--- src/rtl/datapath_fsm.sv ---
// Multi-cycle register-file datapath: read A, read B, execute through shifter+ALU, write back.
// Immediate ops skip straight to writeback and leave A/B/C/status untouched.
module datapath_fsm #(
  parameter int WIDTH = 16,
  parameter int NREG  = 8,
  localparam int RW   = $clog2(NREG)
) (
  input  logic             clk,
  input  logic             reset_n,
  input  logic             start,
  input  logic [RW-1:0]    rd,
  input  logic [RW-1:0]    rn,
  input  logic [RW-1:0]    rm,
  input  logic [1:0]       ALUop,
  input  logic [1:0]       shift,
  input  logic             a_zero,
  input  logic             imm_en,
  input  logic [WIDTH-1:0] imm,
  input  logic             wb_en,
  input  logic             flags_en,
  output logic             ready,
  output logic             done,
  output logic [WIDTH-1:0] datapath_out,
  output logic [2:0]       status
);

  typedef enum logic [2:0] {IDLE, RDA, RDB, EXE, WB} state_t;

  state_t           state;
  logic [WIDTH-1:0] regs [NREG];
  logic [WIDTH-1:0] a_reg, b_reg, c_reg;
  logic [RW-1:0]    rd_q, rn_q, rm_q;
  logic [1:0]       op_q, sh_q;
  logic             az_q, imm_en_q, wb_q, fl_q;
  logic [WIDTH-1:0] imm_q;

  logic [WIDTH-1:0] ain, bin, res;
  logic             v_flag;

  assign ready        = (state == IDLE);
  assign datapath_out = c_reg;

  always_comb begin
    ain    = az_q ? '0 : a_reg;
    bin    = b_reg;
    res    = '0;
    v_flag = 1'b0;
    case (sh_q)
      2'b01:   bin = {b_reg[WIDTH-2:0], 1'b0};
      2'b10:   bin = {1'b0, b_reg[WIDTH-1:1]};
      2'b11:   bin = {b_reg[WIDTH-1], b_reg[WIDTH-1:1]};
      default: bin = b_reg;
    endcase
    case (op_q)
      2'b00: begin
        res    = ain + bin;
        v_flag = (ain[WIDTH-1] == bin[WIDTH-1]) && (res[WIDTH-1] != ain[WIDTH-1]);
      end
      2'b01: begin
        res    = ain - bin;
        v_flag = (ain[WIDTH-1] != bin[WIDTH-1]) && (res[WIDTH-1] != ain[WIDTH-1]);
      end
      2'b10:   res = ain & bin;
      default: res = ~bin;
    endcase
  end

  always_ff @(posedge clk) begin
    if (!reset_n) begin
      for (int i = 0; i < NREG; i++) regs[i] <= '0;
      a_reg    <= '0;
      b_reg    <= '0;
      c_reg    <= '0;
      status   <= '0;
      state    <= IDLE;
      done     <= 1'b0;
      rd_q     <= '0;
      rn_q     <= '0;
      rm_q     <= '0;
      op_q     <= '0;
      sh_q     <= '0;
      az_q     <= 1'b0;
      imm_en_q <= 1'b0;
      imm_q    <= '0;
      wb_q     <= 1'b0;
      fl_q     <= 1'b0;
    end else begin
      done <= 1'b0;
      case (state)
        IDLE: if (start) begin
          rd_q     <= rd;
          rn_q     <= rn;
          rm_q     <= rm;
          op_q     <= ALUop;
          sh_q     <= shift;
          az_q     <= a_zero;
          imm_en_q <= imm_en;
          imm_q    <= imm;
          wb_q     <= wb_en;
          fl_q     <= flags_en;
          state    <= imm_en ? WB : RDA;
        end
        RDA: begin
          a_reg <= regs[rn_q];
          state <= RDB;
        end
        RDB: begin
          b_reg <= regs[rm_q];
          state <= EXE;
        end
        EXE: begin
          c_reg <= res;
          if (fl_q) status <= {res[WIDTH-1], v_flag, (res == '0)};
          state <= WB;
        end
        WB: begin
          // Immediate writes ignore wb_en; register ops write C only when enabled.
          if (imm_en_q)  regs[rd_q] <= imm_q;
          else if (wb_q) regs[rd_q] <= c_reg;
          state <= IDLE;
          done  <= 1'b1;
        end
        default: state <= IDLE;
      endcase
    end
  end

endmodule
--- config.mk ---
export PLATFORM = sky130hd
export DESIGN_NAME = datapath_fsm
export DESIGN_NICKNAME = d
export VERILOG_FILES = /design/src/rtl/datapath_fsm.sv
export SDC_FILE = /design/constraint.sdc
export NUM_CORES = 1
export LEC_CHECK = 0
export ABC_AREA = 0
export BUFFER_PORTS_ARGS = -buffer_cell sky130_fd_sc_hd__buf_2
export CELL_PAD_IN_SITES_DETAIL_PLACEMENT = 0
export CELL_PAD_IN_SITES_GLOBAL_PLACEMENT = 1
export CORE_ASPECT_RATIO = 0.75
export CORE_MARGIN = 5
export CORE_UTILIZATION = 50
export DETAILED_ROUTE_END_ITERATION = 10
export HOLD_SLACK_MARGIN = 0.12
export PLACE_DENSITY_LB_ADDON = 0.3
export SLEW_MARGIN = 20
export SYNTH_ARGS = -nofsm -noshare
export SYNTH_HDL_FRONTEND = slang
export SYNTH_SLANG_ARGS = --single-unit
--- constraint.sdc ---
create_clock -name clk -period 4.82 [get_ports clk]
set_input_delay 0.482 -clock clk [delete_from_list [all_inputs] [get_ports clk]]
set_output_delay 0.482 -clock clk [all_outputs]
set_load 0.005 [all_outputs]
==> flow_summary.ini, run 1 <==
[status]
status = completed

[power]
p_per_area_nw_per_um2 = 362.1
combPwrFrac_pct = 20.1
netSwitchingFraction_pct = 28.64
p_switching_uw = 1371
p_seq_share_pct = 44.2
intPower_uw = 3416
power.leakage_uw = 0.004867
finalPower_uw = 4787
pwr-share-clk_pct = 35.7
vdd_drop_max_mv = 0.2299

[layout]
syn2layout_area_growth_pct = 11.02
mostFrequentLayoutCell = nor2_1
n_antenna_cell = 0
nets = 1233
top_register = regs
final_cell_mix = nor2_1 (206), nand2_1 (128), edfxtp_1 (128)
layout-drive-gt1-share_pct = 16.99
largest_reg_flops = 128
fin_cells = 1477
finalInstanceArea_um2 = 13220

[clocking]
cts.sinks = 216
htreeDepth = 1
clk_pin_slew_ns = 0.06
cts_made_buffers = 23
clk_latency_ns = 0.51
postCtsSetupRepairBufs = 0
hold_buffers = 0
ctsResizeCount = 0
tritoncts = done
root_buffer = clkbuf_16
cts_max_path_buffers = 3

[synth]
synth_seq_cells = 216
synth_edf_count = 128
avgSynthCellArea_um2 = 10.54
synth.yosys.seq_area_share_pct = 47.08
synthArstFlopShare_pct = 0
yosysTopAreaCellShare_pct = 32.29
synthFlopType = edfxtp_1
yosysWarningCount = 0
yosys.area.top_type = edfxtp_1
yosys-top-cells-area = edfxtp_1 (32%), dfxtp_1 (15%), mux4_2 (12%), nor2_1 (6.5%), mux2i_1 (5.6%)
syn-cell-area_um2 = 11910
synth_nets = 1201
ys_types = 62
syn-instance-count = 1129

[critical_path]
path_max_fanout = 10
cpMostUsedCell = nor2_1
max_stage_delay_ns = 0.59
cp.required_ns = 5.24
cp-start-kind = flop
endpoint_kind = flop
critPathKind = flop to flop
cpMaxStageDelayCell = dfxtp_1
arrival_ns = 4.61
crit_chain = buf_4, mux2i_1, nor2_1, a21oi_1, inv_1, ha_1, nor2_1, o21a_1, o31a_1, a311oi_2, o41ai_2, or4b_4, a32oi_2, nand4_1, o31ai_1

[floorplan]
die_h_um = 143.6
initial_utilization_pct = 51.22
core_um2 = 23240
die_area_um2 = 27030
io_pins = 57
die_width_um = 188.2
placementRows = 48

[routing]
drcViolationCount = 0
wl_per_cell_um = 23.12
first_pass_iters = 5
wl_mm = 34.15
met2WireLength_mm = 14.66
route.met3.wl_mm = 3.015
wl_met1_mm = 15.84
vias = 9096
drtIter0Drc = 1043
top_layer = met4
post_drt_via_cell_ratio = 6.158
final_antenna_net_count = 0

[sta]
fmax_mhz = 238.7
post-route-period-util_pct = 86.93
finalSetupTns_ns = 0
rsz0062_at_grt = no
report.final.slew_viol_count = 0
period_minus_slack_ns = 4.190
fin_skew_ns = 0.009608
setup_viol = 0
hold_viol = 0
slew_headroom_pct = 32.11
tightest_slew_ns = 1.016

[global_route]
antenna_found_initial = 1
grt_overflow = 0
grt_pass1_vias = 8606
grt_usage_pct = 25.13
grt_max_degree = 84
grt_pass1_wl_mm = 51.83

[min_path]
min_path_type = input port to flop

[placed_design]
placed_cell_area_um2 = 12500
dpl.hpwl_mm = 23.22
gp_congestion = 0.9248
port_buffers = 56
dp.cells = 1436

[flow_run]
drv_cap = 0
worst paths after layout:
kind,depth (start not counted),slack (ns),startpoint,endpoint
worst max-delay path,15,0.63,sh_q[0],status[0]
worst min-delay path,3,0.20,rm[0],rm_q[0]
worst max register to register,15,0.63,sh_q[0],status[0]
worst min register to register,2,0.45,imm_q[2],imm_q[2]
power groups by stage:
stage	clock network [uW]	logic (uW)	registers [uW]
2_1_floorplan	0	721	2110
3_3_place_gp	0	943	2150
3_5_place_dp	0	949	2150
4_1_cts	1730	954	2120
5_1_grt	1800	1040	2130
6_report	1710	964	2120
synth_stat cells (all sizes together) (4+ instances only):
cell type,number
nor2,206
edfxtp,128
nand2,128
dfxtp,88
a21oi,68
mux2i,67
mux4,65
clkbuf,61
a211oi,45
ha,34
inv,31
nor2b,26
buf,22
o21ai,21
xnor2,14
a31oi,11
nand3,10
nor3,9
a21o,8
o211ai,8
nor4,6
o31ai,6
a311oi,4
o21a,4
xor2,4
routing by layer:
| metal | global-route usage [%] | vias up |
|---|---|---|
| met3 | 3.813 | 48 |
| met5 | 0 | - |
| li1 | - | 4183 |
| met1 | 39.19 | 4428 |
| met4 | 4.595 | 0 |
| met2 | 37.87 | 437 |
cell families (layout without fill, tap and decap cells):
kind of cell / after synthesis / in the layout / synth area share, %
DFF: 216 / 216 / 47.08
buffers and inverters: 114 / 162 / 3.731
and+or+nand+nor: 406 / 406 / 14.36
AOI/OAI and AO/OA: 204 / 204 / 11.38
adders and majority gates: 36 / 36 / 3.910
muxes: 135 / 135 / 18.21
xor gates and xnor gates: 18 / 18 / 1.324
worst max-delay path, delay by kind of cell, from the launching register on:
| kind | cells | cell delay (ns) |
|---|---|---|
| flip-flops | 1 | 0.59 |
| AO/OA/AOI/OAI | 7 | 1.74 |
| AND/OR/NAND/NOR | 4 | 0.79 |
| adder cells (fa/ha/maj) | 1 | 0.44 |
| multiplexers | 1 | 0.20 |
| buffers and inverters | 2 | 0.35 |
per-stage QoR:
stage / utilization [%] / hold WS (ns) / setup slack [ns]
after detailed placement: 53.79 / 0.4479 / 0.7101
after global placement: 53.79 / 0.4425 / 0.8224
final: 56.87 / 0.2049 / 0.6299
after floorplan: - / 0.4165 / 1.168
after CTS: 56.86 / 0.1878 / 0.6825
after global routing: 56.87 / 0.2029 / 0.3624
cell type report:
class | count | area (um^2)
repair buffers | 90 | 535.5
clock inverters | 7 | 57.56
flip-flops and latches | 216 | 5608
well taps | 300 | 375.4
multi-input cells | 799 | 5868
inverters | 31 | 116.4
fillers | 2010 | 10020
clock buffers | 34 | 656.9
Note: power is estimated with default switching activity, not from simulation.
==> inputs of run 2 (changes only) <==
--- a/config.mk
+++ b/config.mk
@@ -11,10 +11,11 @@
 export CELL_PAD_IN_SITES_GLOBAL_PLACEMENT = 1
 export CORE_ASPECT_RATIO = 0.75
 export CORE_MARGIN = 5
-export CORE_UTILIZATION = 50
+export CORE_UTILIZATION = 53
 export DETAILED_ROUTE_END_ITERATION = 10
 export HOLD_SLACK_MARGIN = 0.12
 export PLACE_DENSITY_LB_ADDON = 0.3
+export RECOVER_POWER = 25
 export SLEW_MARGIN = 20
 export SYNTH_ARGS = -nofsm -noshare
 export SYNTH_HDL_FRONTEND = slang
==> constraint.sdc (replaced) <==
create_clock -name clk -period 5 [get_ports clk]
set_input_delay 0.5 -clock clk [delete_from_list [all_inputs] [get_ports clk]]
set_output_delay 0.5 -clock clk [all_outputs]
set_load 0.005 [all_outputs]
==> run 2 against run 1 <==
Compared with the run above: the run now ends with max-capacitance violations, max-slew violations left; clock power is essentially flat; sequential power fell by 4%; via count fell by 0.18%; global-route usage up 2.0 points; worst hold slack improved by 0.014 ns; maximum frequency rose by 3.3%; combinational power is 3.8% lower; clock-buffer cell count decreased by 4; design area shrank 0.34%; core utilization increased by 2.7 points; die area fell by 5.3%; largest power group unchanged.
==> flow_summary.ini, run 2 (synthesis results as in run 1) <==
[status]
status = finished, violations left
violations = max-capacitance violations, max-slew violations

[layout]
top_register = regs
syn2layout_area_growth_pct = 10.65
fin_cells = 1466
n_antenna_cell = 0
final_cell_mix = nor2_1 (206), nand2_1 (128), edfxtp_1 (128)
fillers = 1895
nets = 1227
layout-drive-gt1-share_pct = 15.53
mostFrequentLayoutCell = nor2_1
largest_reg_flops = 128

[min_path]
hold_end = rd_q[2]
hold_depth = 3
worstHoldStart = rd[2]
min_path_type = input port to flop

[power]
p_per_area_nw_per_um2 = 354.3
vdd_drop_max_mv = 0.2408
power.leakage_uw = 0.004780

[floorplan]
io_pins = 57
initial_utilization_pct = 53.84
placementRows = 47
die_area_um2 = 25590
die_width_um = 183.1
core_um2 = 22110
die_h_um = 139.8

[global_route]
grt_max_degree = 84
grt_overflow = 0
grt_pass1_wl_mm = 53.62
grt_pass1_vias = 8907
antenna_found_initial = 0
grt_usage_pct = 27.09

[sta]
finalSetupTns_ns = 0
tightest_slew_ns = 3.836
slew_headroom_pct = -155.8
report.final.slew_viol_count = 84
setup_viol = 0
fin_skew_ns = 0.01081
hold_viol = 0
period_minus_slack_ns = 4.055
fmax_mhz = 246.6
post-route-period-util_pct = 81.11
rsz0062_at_grt = no

[routing]
wl_per_cell_um = 23.57
route.met3.wl_mm = 3.292
top_layer = met4
first_pass_iters = 7
final_antenna_net_count = 0
wl_met1_mm = 15.54
drcViolationCount = 0
vias = 9080
wl_mm = 34.55
met2WireLength_mm = 14.96
post_drt_via_cell_ratio = 6.194
drtIter0Drc = 1011

[clocking]
clk_latency_ns = 0.51
tritoncts = done
htreeDepth = 1
cts_made_buffers = 23
clk_pin_slew_ns = 0.06
ctsResizeCount = 0
root_buffer = clkbuf_16
postCtsSetupRepairBufs = 0
hold_buffers = 0
cts_max_path_buffers = 3
cts.sinks = 216

[critical_path]
critPathKind = flop to flop
reg2reg_to = status[2]
path_max_fanout = 11
arrival_ns = 4.26
r2r-start = sh_q[0]
cp.required_ns = 5.21
crit_start = sh_q[0]
reg2reg_slack_ns = 0.94
cp-start-kind = flop
r2r_cells = 14
endpoint_kind = flop

[placed_design]
dpl.hpwl_mm = 23.59
dp.cells = 1424
gp_congestion = 0.9393
port_buffers = 56

[flow_run]
drv_cap = 1
==> run 2: cell types whose count changed in the layout (fill, tap and decap cells not counted), moves of 2 or more <==
cell	delta
inv_6	+2
clkinv_2	+4
buf_2	-17
buf_4	-8
clkbuf_1	+15
==> run 2: cell type report <==
| type | count | area, um^2 | share of cell area, % |
|---|---|---|---|
| repair buffers | 84 | 461.7 | 3.505 |
| well taps | 294 | 367.9 | 2.793 |
| clock inverters | 12 | 93.84 | 0.7124 |
| multi-input cells | 799 | 5872 | 44.58 |
| inverters | 31 | 116.4 | 0.8834 |
| clock buffers | 30 | 653.1 | 4.958 |
| flip-flops and latches | 216 | 5608 | 42.57 |
==> run 2: how the worst max path moves through the flow <==
stage | endpoint | slack, ns | cells after the start
final | status[2] | 0.94 | 14
after global routing | datapath_out[13] | 0.62 | 15
after CTS | status[0] | 1.04 | 15
after detailed placement | status[0] | 1.04 | 15
after global placement | status[0] | 1.17 | 15
after floorplan | status[0] | 1.35 | 16
==> run 2: worst max-delay path, cell delays in order, from the launching register on <==
cell      delay, ns
dfxtp_1        0.49
buf_4          0.30
mux2i_1        0.21
nor2_1         0.05
a21oi_1        0.22
inv_1          0.07
ha_1           0.45
nor2_1         0.10
o21a_1         0.15
o31a_1         0.29
a311oi_2       0.35
o41ai_2        0.13
or4b_4         0.53
a32oi_2        0.30
a311oi_1       0.13
==> run 2: routing by layer <==
layer  vias up  GRT usage [%]
met5         -              0
met4         0          5.682
met3        46          5.453
met2       469          38.88
met1      4408          42.70
li1       4157              -
==> run 2: stage by stage <==
step / setup slack [ns] / power [uW] / cell area, um^2 / hold WS [ns] / utilization [%]
after floorplan: 1.348 / 2729 / 11910 / 0.4165 / -
after global placement: 1.170 / 2985 / 12450 / 0.4431 / 56.30
after detailed placement: 1.036 / 2990 / 12450 / 0.4478 / 56.30
after CTS: 1.037 / 4669 / 13200 / 0.2113 / 59.68
after global routing: 0.6239 / 4849 / 13170 / 0.2224 / 59.57
final: 0.9447 / 4667 / 13170 / 0.2194 / 59.57
==> run 2: power by group <==
group,switching (uW),internal [uW],leakage (uW)
logic,556,370,0.00237
clock network,720,977,0.000371
registers,78.1,1960,0.00204
total,1350,3310,0.00478
==> inputs of run 3 (changes only) <==
--- a/config.mk
+++ b/config.mk
@@ -11,7 +11,7 @@
 export CELL_PAD_IN_SITES_GLOBAL_PLACEMENT = 1
 export CORE_ASPECT_RATIO = 0.75
 export CORE_MARGIN = 5
-export CORE_UTILIZATION = 53
+export CORE_UTILIZATION = 50
 export DETAILED_ROUTE_END_ITERATION = 10
 export HOLD_SLACK_MARGIN = 0.12
 export PLACE_DENSITY_LB_ADDON = 0.3
==> constraint.sdc (replaced) <==
create_clock -name clk -period 4.25 [get_ports clk]
set_input_delay 0.425 -clock clk [delete_from_list [all_inputs] [get_ports clk]]
set_output_delay 0.425 -clock clk [all_outputs]
set_load 0.005 [all_outputs]
==> run 3 against run 2 <==
Compared with the run above: via count is essentially flat; the flow still finishes with violations (max-capacitance violations, max-slew violations); critical endpoint is now status[0]; largest power group unchanged; sequential share of layout area shrank 0.29 points; core utilization shrank 2.5 points; setup slack lost 0.63 ns; first-iteration DRC count shrank 12%; sequential cell count is the same; clock power grew 17%; critical path depth is the same.
==> flow_summary.ini, run 3 (synthesis results as in run 1) <==
[layout]
multi_input_area_um2 = 5872
seq_area_um2 = 5612
final_cell_mix = nor2_1 (206), nand2_1 (128), edfxtp_1 (128)
largest_reg_flops = 128
layout-drive-gt1-share_pct = 15.63
final_util_pct = 57.11
mostFrequentLayoutCell = nor2_1
syn2layout_area_growth_pct = 11.49
fillers = 2021
nets = 1239
top_register = regs
n_antenna_cell = 0

[critical_path]
path_max_fanout = 25
arrival_ns = 4.37
cpMostUsedCell = o31ai_1
endpoint_kind = flop
cp-start-kind = flop
cp.required_ns = 4.68
crit_chain = buf_4, nor2_1, a21oi_1, inv_1, ha_1, o211ai_1, o21ai_1, a31oi_1, o31ai_1, a311oi_1, xnor2_1, a32oi_2, nand4_1, o31ai_1
cpMaxStageDelayCell = dfxtp_1
crit_buf_inv = 2
max_stage_delay_ns = 0.46
critPathKind = flop to flop
cp_top_family = compound AO/OA/AOI/OAI gates

[clocking]
cts_max_path_buffers = 3
root_buffer = clkbuf_16
tritoncts = done
postCtsSetupRepairBufs = 0
htreeDepth = 1
cts_made_buffers = 23
clk_pin_slew_ns = 0.07
cts.sinks = 216
clk_latency_ns = 0.53

[global_route]
grt_pass1_vias = 8675
grt_overflow = 0
grt_pass1_wl_mm = 52.45
grt_max_degree = 84
grt_usage_pct = 25.39
antenna_found_initial = 0

[sta]
report.final.slew_viol_count = 101
rsz0062_at_grt = no
tightest_slew_ns = 1.844
finalWorstSetupSlack_ns = 0.3132
hold_viol = 0
fin_skew_ns = 0.01032
period_minus_slack_ns = 3.937
post-route-period-util_pct = 92.63
fmax_mhz = 254.0
setup_viol = 0
finalSetupTns_ns = 0
holdWs_ns = 0.1369
slew_headroom_pct = -22.91

[floorplan]
die_h_um = 143.6
die_area_um2 = 27030
placementRows = 48
io_pins = 57
core_um2 = 23240
initial_utilization_pct = 51.22
die_width_um = 188.2

[status]
status = finished, violations left
violations = max-capacitance violations, max-slew violations

[routing]
drcViolationCount = 0
drtIter0Drc = 890
first_pass_iters = 5
wl_per_cell_um = 23.14
post_drt_via_cell_ratio = 6.113
vias = 9072
wl_mm = 34.34
final_antenna_net_count = 0

[power]
power.leakage_uw = 0.004820
vdd_drop_max_mv = 0.2941
p_per_area_nw_per_um2 = 414.2
finalPower_uw = 5498

[placed_design]
port_buffers = 56
gp_congestion = 0.9280
place_ws_ns = 0.1684
dpl.hpwl_mm = 23.67

[min_path]
min_path_type = input port to flop

[flow_run]
drv_cap = 2
-- run 3: cell types whose count changed in the layout (fill, tap and decap cells not counted), sizes merged --
| cell | previous run | this run |
|---|---|---|
| buf | 65 | 73 |
| clkinv | 8 | 11 |
| dlygate4sd3 | 0 | 3 |
| inv | 33 | 31 |
| bufinv | 1 | 2 |
| clkbuf | 49 | 48 |
-- run 3: power by group --
group          switching [uW]  internal (uW)  total (uW)
sequential                104           2310        2420
clock                     859           1130        1990
combinational             650            443        1090
-- run 3: area by class of cell --
cell class | count | share of cell area, %
Multi-Input combinational cell | 799 | 44.24
Sequential cell | 216 | 42.28
Clock buffer | 28 | 4.478
Timing Repair Buffer | 96 | 4.214
Tap cell | 300 | 2.828
Clock inverter | 14 | 1.084
Inverter | 31 | 0.8767
-- run 3: metal layers --
layer	track usage, %	routed length (um)	vias to the layer above
li1	-	-	4186
met1	39.01	15650	4400
met2	37.89	14790	441
met3	5.391	3312	45
met4	4.324	583	0
met5	0	0	-
-- run 3: worst reg2reg max path, delay by kind of cell, from the launching register on --
kind	cells	cell delay, ns
flops	1	0.46
fa+ha+maj	1	0.39
compound gates	8	2.19
simple gates	2	0.21
xor+xnor	1	0.19
buf+inv	2	0.41
-- run 3: path summary, 6_finish.rpt --
check               start  cells after the start  slack, ns         to
setup reg to reg  sh_q[1]                     14       0.31  status[0]
hold reg to reg   rn_q[2]                      2       0.45    rn_q[2]
hold / removal     imm[2]                      3       0.14   imm_q[2]
setup / recovery  sh_q[1]                     14       0.31  status[0]
-- run 3: repair_timing --
item                                    in CTS  in global routing
hold buffers                                 3                  0
hold endpoints to repair                     3                  0
endpoints found under the setup margin       0                  2
resized for setup                            0                  3
-- run 3: stage by stage --
| step | cell area, um^2 | std cells |
|---|---|---|
| final | 13270 | 1484 |
| after global routing | 13270 | 1484 |
| after CTS | 13290 | 1484 |
| after detailed placement | 12520 | 1439 |
| after global placement | 12520 | 1439 |
| after floorplan | 11910 | 1129 |
